===== src/rtl/clk_period_meter.sv =====
// clk_period_meter: synchronizes a slow divided signal, regenerates edge pulses,
// measures period/high time in clkin cycles and reports lock and loss of signal.
module clk_period_meter #(
  parameter int CNT_W       = 16,
  parameter int TIMEOUT     = 1000,
  parameter int LOCK_CNT    = 4,
  parameter int TOL         = 0,
  parameter int SYNC_STAGES = 2
) (
  input  logic             clkin,
  input  logic             rst,
  input  logic             sig_in,
  output logic             rise_pulse,
  output logic             fall_pulse,
  output logic [CNT_W-1:0] period,
  output logic [CNT_W-1:0] high_time,
  output logic             period_valid,
  output logic             locked,
  output logic             timeout
);
  localparam int MW = $clog2(LOCK_CNT + 1);
  localparam logic [CNT_W-1:0] CNT_LAST = CNT_W'(TIMEOUT - 1);
  localparam logic [MW-1:0] MC_MAX = MW'(LOCK_CNT);
  localparam logic [CNT_W:0] TOL_X = (CNT_W + 1)'(TOL);

  typedef enum logic [1:0] {ST_WAIT, ST_RUN, ST_TMO} state_t;

  state_t state_q, state_d;
  logic [SYNC_STAGES-1:0] sync_q, sync_d;
  logic sig_d_q;
  logic [CNT_W-1:0] cnt_q, cnt_d, hi_cap_q, hi_cap_d, period_q, period_d, high_q, high_d;
  logic [MW-1:0] mc_q, mc_d;
  logic first_q, first_d, rise_q, fall_q, pv_q, pv_d, locked_q, locked_d, tmo_q, tmo_d;
  logic sig_s, rise, fall, expire;
  logic [CNT_W-1:0] cnt_inc;
  logic [CNT_W:0] new_x, prev_x, diff;

  always_comb begin
    sync_d = '0;
    sync_d[0] = sig_in;
    for (int i = 1; i < SYNC_STAGES; i++) sync_d[i] = sync_q[i-1];
  end

  assign sig_s   = sync_q[SYNC_STAGES-1];
  assign rise    = sig_s & ~sig_d_q;
  assign fall    = ~sig_s & sig_d_q;
  assign cnt_inc = cnt_q + CNT_W'(1);
  assign expire  = ~rise & (cnt_q == CNT_LAST) & (state_q != ST_TMO);
  assign new_x   = {1'b0, cnt_inc};
  assign prev_x  = {1'b0, period_q};
  assign diff    = (new_x >= prev_x) ? new_x - prev_x : prev_x - new_x;

  // A rise always wins over the timeout check on the same edge, so a period
  // of exactly TIMEOUT is still published.
  always_comb begin
    state_d  = state_q;
    cnt_d    = rise ? '0 : (state_q == ST_TMO) ? cnt_q : cnt_inc;
    hi_cap_d = (fall && state_q == ST_RUN) ? cnt_inc : hi_cap_q;
    period_d = period_q;
    high_d   = high_q;
    pv_d     = 1'b0;
    mc_d     = mc_q;
    first_d  = first_q;
    locked_d = locked_q;
    tmo_d    = tmo_q;
    if (rise && state_q == ST_RUN) begin
      period_d = cnt_inc;
      high_d   = hi_cap_q;
      pv_d     = 1'b1;
      first_d  = 1'b0;
      mc_d     = first_q ? '0 : (diff <= TOL_X) ? ((mc_q == MC_MAX) ? mc_q : mc_q + MW'(1)) : '0;
      locked_d = (mc_d == MC_MAX);
    end else if (rise) begin
      state_d = ST_RUN;
      first_d = 1'b1;
      tmo_d   = 1'b0;
    end else if (expire) begin
      state_d  = ST_TMO;
      tmo_d    = 1'b1;
      locked_d = 1'b0;
      mc_d     = '0;
    end
  end

  always_ff @(posedge clkin) begin
    if (rst) begin
      state_q  <= ST_WAIT;
      sync_q   <= '0;
      sig_d_q  <= 1'b0;
      cnt_q    <= '0;
      hi_cap_q <= '0;
      period_q <= '0;
      high_q   <= '0;
      mc_q     <= '0;
      first_q  <= 1'b0;
      rise_q   <= 1'b0;
      fall_q   <= 1'b0;
      pv_q     <= 1'b0;
      locked_q <= 1'b0;
      tmo_q    <= 1'b0;
    end else begin
      state_q  <= state_d;
      sync_q   <= sync_d;
      sig_d_q  <= sig_s;
      cnt_q    <= cnt_d;
      hi_cap_q <= hi_cap_d;
      period_q <= period_d;
      high_q   <= high_d;
      mc_q     <= mc_d;
      first_q  <= first_d;
      rise_q   <= rise;
      fall_q   <= fall;
      pv_q     <= pv_d;
      locked_q <= locked_d;
      tmo_q    <= tmo_d;
    end
  end

  assign rise_pulse   = rise_q;
  assign fall_pulse   = fall_q;
  assign period       = period_q;
  assign high_time    = high_q;
  assign period_valid = pv_q;
  assign locked       = locked_q;
  assign timeout      = tmo_q;
endmodule

===== config.mk =====
export PLATFORM = sky130hd
export DESIGN_NAME = clk_period_meter
export DESIGN_NICKNAME = d
export VERILOG_FILES = /design/src/rtl/clk_period_meter.sv
export SDC_FILE = /design/constraint.sdc
export NUM_CORES = 1
export LEC_CHECK = 0
export ABC_AREA = 0
export BUFFER_PORTS_ARGS = -buffer_cell sky130_fd_sc_hd__buf_2
export CAP_MARGIN = 30
export CELL_PAD_IN_SITES_DETAIL_PLACEMENT = 2
export CELL_PAD_IN_SITES_GLOBAL_PLACEMENT = 2
export CORE_ASPECT_RATIO = 2
export CORE_MARGIN = 1
export CORE_UTILIZATION = 37
export CTS_BUF_LIST = sky130_fd_sc_hd__clkbuf_8
export DETAILED_ROUTE_END_ITERATION = 7
export MAX_ROUTING_LAYER = met4
export PLACE_DENSITY = 0.77
export SLEW_MARGIN = 5
export SYNTH_ARGS = -nofsm -noshare
export SYNTH_HDL_FRONTEND = slang
export SYNTH_SLANG_ARGS = --single-unit

===== constraint.sdc =====
create_clock -name clkin -period 4.9 [get_ports clkin]
set_input_delay 1.47 -clock clkin [delete_from_list [all_inputs] [get_ports clkin]]
set_output_delay 1.47 -clock clkin [all_outputs]
set_load 0.05 [all_outputs]

==> results.sh <==
export IMPL_outcome="finished clean"
export IMPL_overflow=0
export IMPL_dp_cells=743
export IMPL_fmax_ghz=0.2240
export IMPL_dp_hpwl_um=12090
export IMPL_finalClockSkew_ps=9.564
export IMPL_grt_pass1_wl_um=24230
export IMPL_drt_pass1_iter_count=6
export IMPL_cts_sinks=77
export IMPL_start_kind="flip-flop"
export IMPL_drt_wl_total_um=15130
export IMPL_grt_max_degree=27
export IMPL_hp_start="sync_q[0]"
export IMPL_ios=40
export IMPL_fillers=1446
export IMPL_power_mw=1.296
export IMPL_synth_area_leaders="dfxtp_1 33%, ha_1 9.3%, nor2_1 4.5%, nand2_1 4.3%, inv_1 3.8%"
export IMPL_startpoint="cnt_q[0]"
export IMPL_instances_no_fill=759
export IMPL_pwr_share_clk_pct=36.8
export IMPL_finalSetupTns_ps=0
export IMPL_reg2reg_setup_slack_ps=440
export IMPL_rr_startpoint="cnt_q[0]"
export IMPL_final_util_pct=41.60
export IMPL_ys_ff_latch=77
export IMPL_pwr_share_seq_pct=49.0
export IMPL_synth_edff_count=0
export IMPL_nets=642
export IMPL_synthCells=574
export IMPL_switching_power_mw=0.3513
export IMPL_cts_clk_slew_worst_paths_ps=80
export IMPL_dp_slack_ps=279.2
export IMPL_cts_buffers_inserted=9
export IMPL_start_util_pct=37.70
export IMPL_setup_violations_final=0
export IMPL_drive_above_1_share_pct=15.11
export IMPL_combPwrFrac_pct=14.2
export IMPL_hold_path_class="reg2reg"
export IMPL_first_global_vias=4743
export IMPL_hold_viol=0
export IMPL_cts_root_buffer="clkbuf_8"
export IMPL_synthDominantCellAreaShare_pct=32.76
export IMPL_p_int_mw=0.9450
export IMPL_yosys_area_top_type="dfxtp_1"
export IMPL_avgSynthCellArea_um2=8.198
export IMPL_viasPerCell=5.545
export IMPL_setup_ws_ps=435.0
export IMPL_leakage_nw=2.264
export IMPL_maxCapViolations=0
export IMPL_setup_worst_path_end_class="flip-flop"
export IMPL_postCtsHoldBufs=0
export IMPL_syn_num_nets=612
export IMPL_ys_async_sr_fraction_pct=0
export IMPL_via_count=4209
export IMPL_rsz0062_at_grt="no"
export IMPL_path_class="reg2reg"
export IMPL_ys_seq_area_share_pct=32.76
export IMPL_routabilityCongestion=0.8435
export IMPL_core_um2=12480
export IMPL_cts_tree="built"
export IMPL_antennaDiodeCount=0
export IMPL_required_ps=5170
export IMPL_num_rows=58
export IMPL_fin_crit_sh_pct=91.12
export IMPL_cts_max_level=3
export IMPL_netSwitchingFraction_pct=27.10
export IMPL_die_h_um=161.5
export IMPL_max_slew_margin_pct=55.65
export IMPL_worstPathArrival_ps=4740
export IMPL_ant_nets=0
export IMPL_drtIter0Drc=105
export IMPL_ys_types=71
export IMPL_track_usage_pct=25.19
export IMPL_clock_tree_buffer_depth=2
export IMPL_drc=0
export IMPL_postLayoutCellArea_um2=5192
export IMPL_grt_antenna_before_repair=0
export IMPL_die_width_um=81.75
export IMPL_yosysWarnings=0
export IMPL_ys_flop_type="dfxtp_1"
export IMPL_tightest_slew_ps=663.9
export IMPL_port_buffer_count=39
export IMPL_dieArea_um2=13200
export IMPL_fin_crit_ps=4465
export IMPL_crit_fanout=13
export IMPL_wl_per_cell_um=19.93
export IMPL_syn_to_final_growth_pct=10.34
export IMPL_placed_area_um2=4991
export IMPL_insertion_delay_ps=360
export IMPL_powerDensity_nw_per_um2=249.6
export IMPL_whs_ps=461.7
export IMPL_slew_violations=0
export IMPL_syn_area_um2=4706
export IMPL_ir_drop_v=0.0002323
## cell families (layout without fill, tap and decap cells)
| kind of cell | Yosys count | after routing | synth area share [%] |
|---|---|---|---|
| AND/OR/NAND/NOR | 200 | 200 | 21.56 |
| AO/OA/AOI/OAI | 148 | 148 | 22.02 |
| flip-flops | 77 | 77 | 32.76 |
| buffers and inverters | 77 | 112 | 7.391 |
| adder cells (fa/ha/maj) | 35 | 35 | 9.306 |
| XOR/XNOR | 34 | 34 | 6.328 |
| multiplexers | 3 | 3 | 0.6382 |
## final timing paths
check,depth (start not counted),end
worst max-delay path,18,mc_q[2]
worst min-delay path,1,sync_q[1]
worst max register to register,18,mc_q[2]
worst min register to register,1,sync_q[1]
## cell usage in the layout (no fill, tap or decap), types with 9 or more instances in the layout
cell type  netlist  layout
buf_2            1      39
a21o_1           9       9
nand2_1         54      54
xnor2_1         14      14
clkbuf_8         2      10
ha_1            35      34
nand2b_1        13      13
a21oi_1         32      31
a211oi_1        16      16
inv_1           48      49
o21ai_0         34      34
dfxtp_1         77      77
a22o_1          18      18
xor2_1          20      19
nor2_1          57      56
## synthesized netlist by cell type (all sizes together), types with 9 or more instances
cell	instances
dfxtp	77
nor2	58
nand2	54
inv	48
ha	35
o21ai	35
a21oi	34
clkbuf	22
xor2	20
a22o	18
a211oi	17
nand2b	14
xnor2	14
a21o	10
nand4	9
## worst max-delay path, stage by stage (launching register included)
cell and delay [ps]:
dfxtp_1 420, ha_1 270, nand3_1 170, or2_2 390, nor2_1 240, and3_1 270
nand3_1 150, xor2_2 230, inv_1 80, ha_2 460, nand2b_1 130, o21ai_0 100
nor4_1 240, o311ai_0 170, nor3b_1 230, o2111ai_1 160, nor3_1 230, a31oi_1 130
o31ai_1 300
## area by class of cell
cell class                 instances  area (um^2)  area share [%]
multi-input combinational        420         2833           54.55
tap                              150        187.7           3.614
inverter                          49        183.9           3.542
timing repair buffer              47        255.2           4.916
clock buffer                      10        137.6           2.651
clock inverter                     6        53.80           1.036
sequential                        77         1541           29.69
## power by group through the flow
| stage | clock (mW) | combinational [mW] | sequential (mW) |
|---|---|---|---|
| floorplan | 0 | 0.131 | 0.651 |
| global placement | 0 | 0.178 | 0.650 |
| detailed placement | 0 | 0.184 | 0.650 |
| CTS | 0.489 | 0.186 | 0.635 |
| global route | 0.514 | 0.199 | 0.636 |
| finish | 0.476 | 0.184 | 0.635 |
## layer usage
layer / vias up / GRT usage (%) / share of wire [%] / wire [um]
met2: 40 / 49.21 / 60 / 9114
met4: 0 / 10.13 / 2.8 / 422
met5: - / - / 0 / 0
met1: 2107 / 23.67 / 36 / 5400
li1: 2035 / - / - / -
met3: 27 / 2.203 / 1.3 / 191
## flip-flops by register name (all words and copies together) (netlist names), 2 cells and up
register / cells
period: 16
hi_cap_q: 16
cnt_q: 16
high_time: 16
mc_q: 3
state_q: 2
sync_q: 2
## repair_timing
| action | in CTS | in global routing |
|---|---|---|
| endpoints found under the setup margin | 0 | 4 |
| buffers inserted | 0 | 0 |
| gates resized for setup | 0 | 2 |
Note: power is estimated with default switching activity, not from simulation.
